## src/rtl/keypad_encoder.sv

```systemverilog
// keypad_encoder: 4x4 matrix keypad scanner with debounce, emitting PIN digit, enter and cancel pulses.
// Optional KEYPAD_DIGIT_COUNT_EN adds digit_count/pin_full and stops digits after four.
module keypad_encoder #(
    parameter int SCAN_DIV = 16,
    parameter int DEBOUNCE = 4
) (
    input  logic       clk,
    input  logic       reset,
    input  logic       enable,
    input  logic [3:0] row_in,
    output logic [3:0] col_out,
    output logic [3:0] digito,
    output logic       digito_stb,
    output logic       enter,
    output logic       cancel
`ifdef KEYPAD_DIGIT_COUNT_EN
    ,
    output logic [2:0] digit_count,
    output logic [0:0] pin_full
`endif
);
    typedef enum logic [1:0] {S_SCAN, S_DEBOUNCE, S_EMIT, S_WAIT_RELEASE} state_t;
    state_t state, state_n;
    logic [7:0] div;
    logic [1:0] col, key_row, low_row, clean;
    logic [3:0] deb, digit_q, key_val, row_pat;
    logic tick, one_low, blocked, emit, is_digit, full;

    assign tick = div == 8'(SCAN_DIV - 1);
    assign col_out = ~(4'b0001 << col);
    assign row_pat = ~(4'b0001 << key_row);
    assign one_low = row_in == 4'b1110 || row_in == 4'b1101 || row_in == 4'b1011 || row_in == 4'b0111;
    assign low_row = !row_in[0] ? 2'd0 : !row_in[1] ? 2'd1 : !row_in[2] ? 2'd2 : 2'd3;
    assign is_digit = (key_row != 2'd3 && col != 2'd3) || (key_row == 2'd3 && col == 2'd1);
    assign key_val = key_row == 2'd3 ? 4'd0 : {2'b00, key_row} * 4'd3 + {2'b00, col} + 4'd1;
    assign emit = state == S_EMIT && enable;
    assign digito_stb = emit && is_digit && !full;
    assign enter = emit && key_row == 2'd3 && col == 2'd2;
    assign cancel = emit && key_row == 2'd3 && col == 2'd0;
    assign digito = digito_stb ? key_val : digit_q;

    // A key found while blocked was already down when enable rose: go straight to release wait.
    always_comb begin
        state_n = state;
        if (!enable)
            state_n = S_SCAN;
        else
            case (state)
                S_SCAN:       if (tick && one_low) state_n = blocked ? S_WAIT_RELEASE : S_DEBOUNCE;
                S_DEBOUNCE:   if (tick) state_n = row_in != row_pat ? S_SCAN :
                                                  deb == 4'(DEBOUNCE - 1) ? S_EMIT : S_DEBOUNCE;
                S_EMIT:       state_n = S_WAIT_RELEASE;
                default:      if (tick && row_in == 4'hF && deb == 4'(DEBOUNCE - 1)) state_n = S_SCAN;
            endcase
    end

    always_ff @(posedge clk) begin
        if (!reset) begin
            state   <= S_SCAN;
            div     <= '0;
            col     <= '0;
            key_row <= '0;
            deb     <= '0;
            clean   <= '0;
            blocked <= 1'b0;
            digit_q <= '0;
        end else begin
            state   <= state_n;
            div     <= tick ? '0 : div + 8'd1;
            digit_q <= digito;
            if (tick && state_n == S_SCAN)
                col <= col + 2'd1;
            if (state == S_SCAN && state_n != S_SCAN)
                key_row <= low_row;
            if (!enable || state_n != state)
                deb <= '0;
            else if (tick && (state == S_DEBOUNCE || state == S_WAIT_RELEASE))
                deb <= (state == S_WAIT_RELEASE && row_in != 4'hF) ? '0 : deb + 4'd1;
            // Blocking lifts after a full key-free rotation or once the held key is captured.
            if (!enable) begin
                blocked <= 1'b1;
                clean   <= '0;
            end else if (state == S_SCAN && tick) begin
                clean <= row_in == 4'hF ? clean + 2'd1 : 2'd0;
                if (one_low || (row_in == 4'hF && clean == 2'd3))
                    blocked <= 1'b0;
            end
        end
    end

`ifdef KEYPAD_DIGIT_COUNT_EN
    assign full = digit_count == 3'd4;
    assign pin_full = full;
    always_ff @(posedge clk) begin
        if (!reset || !enable || enter || cancel)
            digit_count <= '0;
        else if (digito_stb)
            digit_count <= digit_count + 3'd1;
    end
`else
    assign full = 1'b0;
`endif
endmodule

```

## config.mk

```make
export PLATFORM = sky130hd
export DESIGN_NAME = keypad_encoder
export DESIGN_NICKNAME = d
export VERILOG_FILES = /design/src/rtl/keypad_encoder.sv
export SDC_FILE = /design/constraint.sdc
export NUM_CORES = 1
export LEC_CHECK = 0
export BUFFER_PORTS_ARGS = -buffer_cell sky130_fd_sc_hd__buf_2
export CORE_MARGIN = 2
export CORE_UTILIZATION = 25
export CTS_BUF_LIST = sky130_fd_sc_hd__clkbuf_4 sky130_fd_sc_hd__clkbuf_8
export DETAILED_ROUTE_END_ITERATION = 7
export REMOVE_ABC_BUFFERS = 1
export SYNTH_ARGS = -nofsm -noshare
export SYNTH_HDL_FRONTEND = slang
export SYNTH_SLANG_ARGS = --single-unit
```

## constraint.sdc

```tcl
create_clock -name clk -period 3.68 [get_ports clk]
set_clock_uncertainty 0.2 [all_clocks]
set_input_delay 0.736 -clock clk [delete_from_list [all_inputs] [get_ports clk]]
set_output_delay 0.736 -clock clk [all_outputs]
set_load 0.005 [all_outputs]
```

==> results_dict.tcl, run 1 <==
set metrics [dict create \
    rows 28 \
    synth_cells 179 \
    max_cap_violations 0 \
    worstPathCellList "fa_1, fa_1, xnor2_1, o31ai_1, buf_2" \
    worst_setup_hold_path_clk_slew_ns 0.09 \
    overflow 0 \
    antenna_found_initial 0 \
    die_h_um 82.91 \
    via_per_inst 4.570 \
    gp_congestion 0.7665 \
    grt_pass1_vias 1176 \
    min_period_over_period_pct 84.76 \
    diodes 0 \
    tns_ns 0 \
    yosysWarnings 0 \
    grt_setup_unrepaired "false" \
    clock-root-buffer "clkbuf_8" \
    maxSlewViolCount 0 \
    cts_inserted_buffers 3 \
    worstHoldPathType "reg2reg" \
    startpoint_type "flop" \
    initial_core_util_pct 26.13 \
    drtPass1Iterations 4 \
    postCtsSetupBuffers 0 \
    yosysUniqueCellTypes 42 \
    crit_path_max_incr_delay_ns 0.49 \
    die_w_um 82.91 \
    dr_total_vias 1234 \
    combinationalPowerShare_pct 5.9 \
    finalHoldViolCount 0 \
    drt_iter0_drc 44 \
    crit_required_ns 2.74 \
    grt_max_degree 23 \
    cts_sinks 25 \
    clk_path_buf_depth 2 \
    syn_to_final_growth_pct 12.62 \
    io_pins 18 \
    detail_route.wl_per_cell_um 10.56 \
    cp_common_cell "fa_1" \
    p_int_w 0.0003609 \
    avgSynthCellArea_um2 8.695 \
    dp_hpwl_mm 2.208 \
    cellLeakagePower_nw 0.7620 \
    seqCellArea_um2 500.5 \
    ctsResizeCount 0 \
    power_switching_w 0.0001092 \
    drc 0 \
    cts_tree "built" \
    mostFrequentLayoutCells "25 x dfxtp_1, 22 x nand2_1, 17 x buf_2" \
    synth-seq-cells 25 \
    synth_ff_type "dfxtp_1" \
    clk_latency_ns 0.27 \
    critPathKind "reg2out" \
    tightestPinTransition_ns 0.3453 \
    ant_nets 0 \
    coreArea_um2 5956 \
    slew_headroom_pct 76.98 \
    place_ws_ns 0.8654 \
    ctsHtreeMaxLevel 1 \
    io_buffers 17 \
    multi_input_area_um2 985.9 \
    cts_hold_buf 0 \
    grt_util_all_layers_pct 8.791 \
    path_max_fanout 6 \
    cp_top_family "adder cells" \
    layout-drive-gt1-share_pct 15.38 \
    fin_nets 219 \
    setup_viol 0 \
    final_common_cell "dfxtp_1" \
    grt_pass1_wl_mm 5.023 \
    cp.arrival_ns 2.18 \
    synth_seq_area_share_pct 32.15 \
    pwr-share-clk_pct 35.3 \
    synthArstFlopShare_pct 0 \
    fillCellCount 655 \
    worst_path_max_delay_cell "fa_1" \
    ir_worst_vdd_v 0.0001112 \
    die-area_um2 6873 \
    status "complete, no violations" \
    synth_area_um2 1556 \
    finalCriticalPeriod_ns 3.119 \
    synth_edf_count 0 \
    p_seq_share_pct 58.7 \
    setup_ws_ns 0.5607 \
    power_density_nw_per_um2 268.2 \
    drt_wl_total_mm 2.852 \
    netSwitchingFraction_pct 23.24 \
    clock.fmax_mhz 320.6 \
    worst-path-buf-inv 1 \
    final_util_pct 29.43 \
    end_kind "primary output" \
]
-- Yosys cell counts (2+ instances only) --
master | number | area (um2)
nand2b_1 | 3 | 18.77
nor2_1 | 11 | 41.29
inv_1 | 11 | 41.29
xnor2_1 | 4 | 35.03
xor2_1 | 7 | 61.31
a21oi_2 | 3 | 26.28
clkbuf_1 | 2 | 7.510
nand2_1 | 22 | 82.58
nor3_1 | 4 | 20.02
ha_1 | 14 | 175.2
nand4b_1 | 2 | 17.52
and3_1 | 7 | 43.79
dfxtp_1 | 25 | 500.5
and2_1 | 9 | 56.30
o31ai_1 | 2 | 15.01
buf_2 | 2 | 10.01
nand4_1 | 5 | 31.28
o21ai_0 | 5 | 25.02
fa_1 | 2 | 40.04
a21oi_1 | 7 | 35.03
mux2i_1 | 5 | 50.05
nand3_1 | 7 | 35.03
-- layer usage --
metal,global-route usage [%],wire length [um],up-vias
met5,0,0,-
met1,10.55,1381,568
met4,5.663,80,0
met3,1.491,61,5
li1,-,-,648
met2,14.44,1328,13
-- area by class of cell --
class	count	share of cell area (%)
clock buffer	3	2.355
multi-input combinational	138	56.25
tap	75	5.353
timing repair buffer	17	4.854
clock inverter	1	0.2855
sequential	25	28.55
inverter	11	2.355
-- registers in the layout, indices dropped and copies added (netlist names) --
name     flops
blocked      1
div          8
deb          4
key_row      2
digit_q      4
clean        2
col          2
state        2
-- power by group through the flow --
| stage | logic, W | clock network [W] | registers [W] |
|---|---|---|---|
| 2_1_floorplan | 0.0000150 | 0 | 0.000282 |
| 3_3_place_gp | 0.0000281 | 0 | 0.000282 |
| 3_5_place_dp | 0.0000283 | 0 | 0.000283 |
| 4_1_cts | 0.0000284 | 0.000177 | 0.000276 |
| 5_1_grt | 0.0000321 | 0.000185 | 0.000277 |
| 6_report | 0.0000280 | 0.000166 | 0.000276 |
-- per-stage QoR --
| step | cell area (um2) | total power [W] | hold slack [ns] | instances |
|---|---|---|---|---|
| floorplan | 1528 | 0.0002968 | 0.2132 | 174 |
| global placement | 1707 | 0.0003105 | 0.2298 | 266 |
| detailed placement | 1707 | 0.0003108 | 0.2359 | 266 |
| CTS | 1753 | 0.0004815 | 0.2566 | 270 |
| global route | 1753 | 0.0004943 | 0.2989 | 270 |
| finish | 1753 | 0.0004701 | 0.2497 | 270 |
-- worst reg2reg max path, stage by stage (launching register included) --
cell,delay [ns]
dfxtp_1,0.46
ha_1,0.35
xor2_1,0.17
nand4_1,0.15
o211a_1,0.27
and2_1,0.15
a211o_1,0.34
a21oi_2,0.12
-- worst paths after layout --
path / start / end / slack (ns) / depth (start not counted)
setup reg to reg: key_row[0]$_SDFFE_PN0P_ / deb[2]$_SDFFE_PP0P_ / 1.41 / 7
setup / recovery: key_row[0]$_SDFFE_PN0P_ / digito[2] / 0.56 / 5
hold / removal: div[0]$_SDFF_PP0_ / div[0]$_SDFF_PP0_ / 0.25 / 1
hold reg to reg: div[0]$_SDFF_PP0_ / div[0]$_SDFF_PP0_ / 0.25 / 1
-- kinds of logic after synthesis --
group	after synthesis	share of synthesized area (%)
adder cells (fa/ha/maj)	16	13.83
buffers and inverters	16	4.502
flip-flops	25	32.15
XOR/XNOR	11	6.190
multiplexers	5	3.216
AND/OR/NAND/NOR	79	27.89
AO/OA/AOI/OAI	27	12.22
Power figures use the tool's default switching activity.
==> run 2: changes to the inputs <==
==> constraint.sdc (replaced) <==
create_clock -name clk -period 2.63 [get_ports clk]
set_clock_uncertainty 0.2 [all_clocks]
set_input_delay 0.526 -clock clk [delete_from_list [all_inputs] [get_ports clk]]
set_output_delay 0.526 -clock clk [all_outputs]
set_load 0.005 [all_outputs]
==> run 2 against run 1 <==
  * The flow now finishes with violations (setup timing)
  * Die area is the same
  * Largest power group unchanged
  * Register-to-register slack worse by 1.1 ns
  * Critical path depth stayed put
  * Critical endpoint is now digito[1]
==> results_dict.tcl, run 2 (synthesized netlist as in run 1, its figures left out) <==
set metrics [dict create \
    worstHoldPathType "reg2reg" \
    rows 28 \
    clk_path_buf_depth 2 \
    final_common_cell "dfxtp_1" \
    cp.arrival_ns 1.99 \
    dr_total_vias 1260 \
    drt_wl_total_mm 2.995 \
    netSwitchingFraction_pct 23.84 \
    finalCriticalPeriod_ns 2.720 \
    cp_top_family "adder cells" \
    violations "setup timing" \
    path_max_fanout 2 \
    initial_core_util_pct 26.13 \
    stdcell_count 274 \
    dp_cells 270 \
    clock-root-buffer "clkbuf_8" \
    largest_reg_flops 8 \
    grt_pass1_vias 1197 \
    end_kind "primary output" \
    crit_required_ns 1.90 \
    finalHoldViolCount 0 \
    mostFrequentLayoutCells "24 x dfxtp_1, 22 x nand2_1, 17 x buf_2" \
    io_buffers 17 \
    drtPass1Iterations 4 \
    power_density_nw_per_um2 371.1 \
    largest_register "div" \
    die_w_um 82.91 \
    die-area_um2 6873 \
    slew_headroom_pct 76.19 \
    worst-path-buf-inv 1 \
    reg.largest.list "div x8, deb x4, digit_q x4" \
    clk_latency_ns 0.28 \
    overflow 0 \
    clock.fmax_mhz 367.6 \
    via_per_inst 4.599 \
    cts_tree "built" \
    p_int_w 0.0005050 \
    grt_util_all_layers_pct 8.978 \
    gp_congestion 0.7513 \
    diodes 0 \
    grt_max_degree 23 \
    maxSlewViolCount 0 \
    io_pins 18 \
    cts_hold_buf 0 \
    antenna_found_initial 0 \
    power_switching_w 0.0001581 \
    grt_pass1_wl_mm 5.154 \
    cellLeakagePower_nw 0.7812 \
    ant_nets 0 \
    pwr-share-clk_pct 35.8 \
    crit_path_max_incr_delay_ns 0.53 \
    syn_to_final_growth_pct 14.79 \
    p_seq_share_pct 58.2 \
    worstPathCellList "fa_1, fa_2, nand2b_1, o21ai_1, buf_2" \
    status "finished, violations left" \
    fin_nets 223 \
    worst_path_max_delay_cell "fa_2" \
    cts_sinks 25 \
    tightestPinTransition_ns 0.3544 \
    critPathKind "reg2out" \
    startpoint_type "flop" \
    worst_setup_hold_path_clk_slew_ns 0.10 \
    coreArea_um2 5956 \
    cts_inserted_buffers 3 \
    layout-drive-gt1-share_pct 18.09 \
    setup_ws_ns -0.09035 \
    drt_iter0_drc 47 \
    postCtsSetupBuffers 0 \
    detail_route.wl_per_cell_um 10.93 \
    setup_viol 3 \
    drc 0 \
    dp_hpwl_mm 2.269 \
    worst_hold_slack_ns 0.2451 \
    ir_worst_vdd_v 0.0001658 \
    combinationalPowerShare_pct 5.9 \
    min_period_over_period_pct 103.4 \
    max_cap_violations 0 \
    grt_setup_unrepaired "true" \
    die_h_um 82.91 \
    ctsHtreeMaxLevel 1 \
]
## run 2: stage by stage
stage	area (um2)	setup slack, ns	setup TNS [ns]	power (W)	util, %
2_1_floorplan	1528	0.2137	0	0.0004154	-
3_3_place_gp	1737	0.1477	0	0.0004338	29.16
3_5_place_dp	1737	0.1269	0	0.0004345	29.16
4_1_cts	1787	-0.1346	-0.3468	0.0006718	30.00
5_1_grt	1787	-0.2037	-0.5980	0.0006936	30.00
6_report	1787	-0.09035	-0.2447	0.0006631	30.00
## run 2: cell type report
cell class,count,area (um2)
inverter,11,41.29
sequential,25,501.7
multi-input combinational,138,988.4
clock inverter,1,5.005
clock buffer,3,41.29
timing repair buffer,21,115.1
fill,653,4169
tap,75,93.84
## run 2: power groups by stage
stage | combinational, W | sequential, W | clock (W)
global route | 0.0000458 | 0.000387 | 0.000261
global placement | 0.0000389 | 0.000395 | 0
detailed placement | 0.0000394 | 0.000395 | 0
floorplan | 0.0000210 | 0.000394 | 0
finish | 0.0000394 | 0.000386 | 0.000238
CTS | 0.0000396 | 0.000386 | 0.000246
## run 2: final timing paths
check	endpoint	slack, ns	cells after the start	from
hold reg to reg	div[0]$_SDFF_PP0_	0.25	1	div[0]$_SDFF_PP0_
setup reg to reg	deb[3]$_SDFFE_PP0P_	0.27	8	key_row[0]$_SDFFE_PN0P_
hold / removal	div[0]$_SDFF_PP0_	0.25	1	div[0]$_SDFF_PP0_
setup / recovery	digito[1]	-0.09	5	key_row[1]$_SDFFE_PN0P_
## run 2: layer usage
layer / share of wire [%] / vias to the layer above / track usage, %
li1: - / 655 / -
met4: 1.6 / 0 / 4.918
met1: 50 / 586 / 11.27
met5: 0 / - / 0
met2: 45 / 17 / 14.44
met3: 2.9 / 2 / 1.690
## run 2: repair_timing
item                       4_1_cts  5_1_grt
setup endpoints to repair        3        4
pin swaps                        4        2
cloned                           0        0
gates resized for setup          3        0
==> run 3: changes to the inputs <==
--- a/config.mk
+++ b/config.mk
@@ -7,7 +7,7 @@
 export LEC_CHECK = 0
 export BUFFER_PORTS_ARGS = -buffer_cell sky130_fd_sc_hd__buf_2
 export CORE_MARGIN = 2
-export CORE_UTILIZATION = 25
+export CORE_UTILIZATION = 30
 export CTS_BUF_LIST = sky130_fd_sc_hd__clkbuf_4 sky130_fd_sc_hd__clkbuf_8
 export DETAILED_ROUTE_END_ITERATION = 7
 export REMOVE_ABC_BUFFERS = 1
==> run 3 against run 2 <==
  * The run still ends with setup timing left
  * Cell area grew 2.6%
  * Setup slack lost 0.054 ns
  * Total power is 0.28% lower
  * Routed wire length fell by 0.83%
  * Sequential power about the same
  * Global-route usage up 1.9 points
  * Die area is 16% lower
  * Fmax is 2.0% lower
  * Sequential share of layout area down 0.57 points
  * Core utilization increased by 6.4 points
  * First-iteration DRC count down 38%
  * Flip-flop and latch count did not move
  * Critical endpoint is now digito[3]
  * Largest power group unchanged
==> results_dict.tcl, run 3 (synthesized netlist as in run 1, its figures left out) <==
set metrics [dict create \
    clk_latency_ns 0.28 \
    antenna_found_initial 0 \
    overflow 0 \
    via_per_inst 4.661 \
    grt_pass1_vias 1138 \
    r2r.worst_path.cells 9 \
    setup_ws_ns -0.1446 \
    drt_iter0_drc 29 \
    violations "setup timing" \
    worst_path_max_delay_cell "fa_2" \
    ctsHtreeMaxLevel 1 \
    rrSetupSlack_ns 0.36 \
    clk_path_buf_depth 2 \
    cts_inserted_buffers 3 \
    io_buffers 17 \
    drc 0 \
    cts_sinks 25 \
    path_max_fanout 2 \
    grt_pass1_wl_mm 5.071 \
    cp_top_family "adder cells" \
    finalHoldViolCount 0 \
    min_period_over_period_pct 105.5 \
    reg.largest.list "div x8, deb x4, digit_q x4" \
    tightestPinTransition_ns 0.3376 \
    worst_hold_slack_ns 0.2517 \
    startpoint_type "flop" \
    maxSlewViolCount 0 \
    drtPass1Iterations 4 \
    dp_hpwl_mm 2.251 \
    critPathKind "reg2out" \
    cts_tree "built" \
    diodes 0 \
    status "finished, violations left" \
    hold_start "div[0]$_SDFF_PP0_" \
    met3_length_um 78 \
    clock-root-buffer "clkbuf_8" \
    drt-met1-wl_mm 1.467 \
    min_path_cells 1 \
    end_kind "primary output" \
    dp_cells 266 \
    finalCriticalPeriod_ns 2.775 \
    hold_end "div[0]$_SDFF_PP0_" \
    ir_worst_vdd_v 0.0002344 \
    worst-path-buf-inv 2 \
    worstPathCellList "fa_2, buf_6, ha_4, a21o_1, a21oi_2, o31ai_2, buf_2" \
    cellLeakagePower_nw 0.7885 \
    slew_headroom_pct 77.33 \
    top_layer "met4" \
    r2r_start "key_row[0]$_SDFFE_PN0P_" \
    largest_reg_flops 8 \
    grt_max_degree 23 \
    crit_required_ns 1.90 \
    max_cap_violations 0 \
    drt_wl_total_mm 2.970 \
    grt_setup_unrepaired "true" \
    fin_area_um2 1833 \
    setup_viol 3 \
    r2r-end "col[1]$_SDFFE_PN0P_" \
    die_h_um 76.03 \
    power_density_nw_per_um2 360.7 \
    worstHoldPathType "reg2reg" \
    fillCellCount 537 \
    fin_nets 225 \
    dr_total_vias 1263 \
    cp.arrival_ns 2.05 \
    rows 26 \
    ant_nets 0 \
    grt_util_all_layers_pct 10.85 \
    layout-drive-gt1-share_pct 22.39 \
    io_pins 18 \
    gp_congestion 0.7164 \
    crit_path_max_incr_delay_ns 0.50 \
    initial_core_util_pct 30.87 \
    cts_hold_buf 0 \
    die-area_um2 5781 \
    coreArea_um2 5042 \
    largest_register "div" \
    mostFrequentLayoutCells "22 x nand2_1, 22 x dfxtp_1, 17 x buf_2" \
    postPlaceCellArea_um2 1738 \
    dr_wl_met2_mm 1.353 \
    detail_route.wl_per_cell_um 10.96 \
    die_w_um 76.03 \
    worst_setup_hold_path_clk_slew_ns 0.09 \
    clock.fmax_mhz 360.4 \
    stdcell_count 271 \
    path_depth 7 \
    syn_to_final_growth_pct 17.77 \
]
run 3: what timing repair did:
action / 4_1_cts / 5_1_grt
pin swaps: 2 / 6
setup buffers: 1 / 0
setup endpoints to repair: 3 / 3
resized for setup: 4 / 7
run 3: worst max path at each step:
stage                                        from         to
final                     key_row[0]$_SDFFE_PN0P_  digito[3]
after global routing      key_row[0]$_SDFFE_PN0P_  digito[3]
after CTS                 key_row[1]$_SDFFE_PN0P_  digito[2]
after detailed placement      col[1]$_SDFFE_PN0P_  digito[2]
after global placement        col[1]$_SDFFE_PN0P_  digito[2]
after floorplan           key_row[0]$_SDFFE_PN0P_  digito[2]
run 3: cell type report:
class                           instances  area, um2  area share, %
Clock buffer                            3      41.29          2.253
Clock inverter                          1      7.507         0.4096
Inverter                               11      41.29          2.253
Multi-Input combinational cell        138       1017          55.50
Sequential cell                        25      504.2          27.51
Tap cell                               70      87.58          4.778
Timing Repair Buffer                   23      133.9          7.304
run 3: power breakdown:
| group | switching [W] | leakage, nW | internal [W] |
|---|---|---|---|
| Combinational | 0.0000235 | 0.563 | 0.0000156 |
| Clock | 0.000129 | 0.0217 | 0.000108 |
| Sequential | 0.00000288 | 0.204 | 0.000383 |
run 3: metal layers:
layer	vias up	track usage, %
li1	665	-
met3	7	3.081
met2	14	16.88
met1	577	13.85
met4	0	5.273
met5	-	0
run 3: per-stage QoR:
| stage | setup WS, ns | total power, W | util, % | setup TNS [ns] |
|---|---|---|---|---|
| 2_1_floorplan | 0.2137 | 0.0004154 | - | 0 |
| 3_3_place_gp | 0.1555 | 0.0004340 | 34.47 | 0 |
| 3_5_place_dp | 0.09961 | 0.0004345 | 34.47 | 0 |
| 4_1_cts | -0.1888 | 0.0006770 | 35.91 | -0.4784 |
| 5_1_grt | -0.2525 | 0.0006971 | 36.35 | -0.5619 |
| 6_report | -0.1446 | 0.0006613 | 36.35 | -0.2697 |
run 3: worst register-to-register path: stages, from the launching register on:
cell and delay [ns]:
dfxtp_2 0.35, buf_4 0.15, inv_1 0.06, ha_1 0.21, xor2_1 0.14, nand4_1 0.16
nor3_1 0.08, o311a_1 0.37, nor3_2 0.25, mux2i_1 0.22
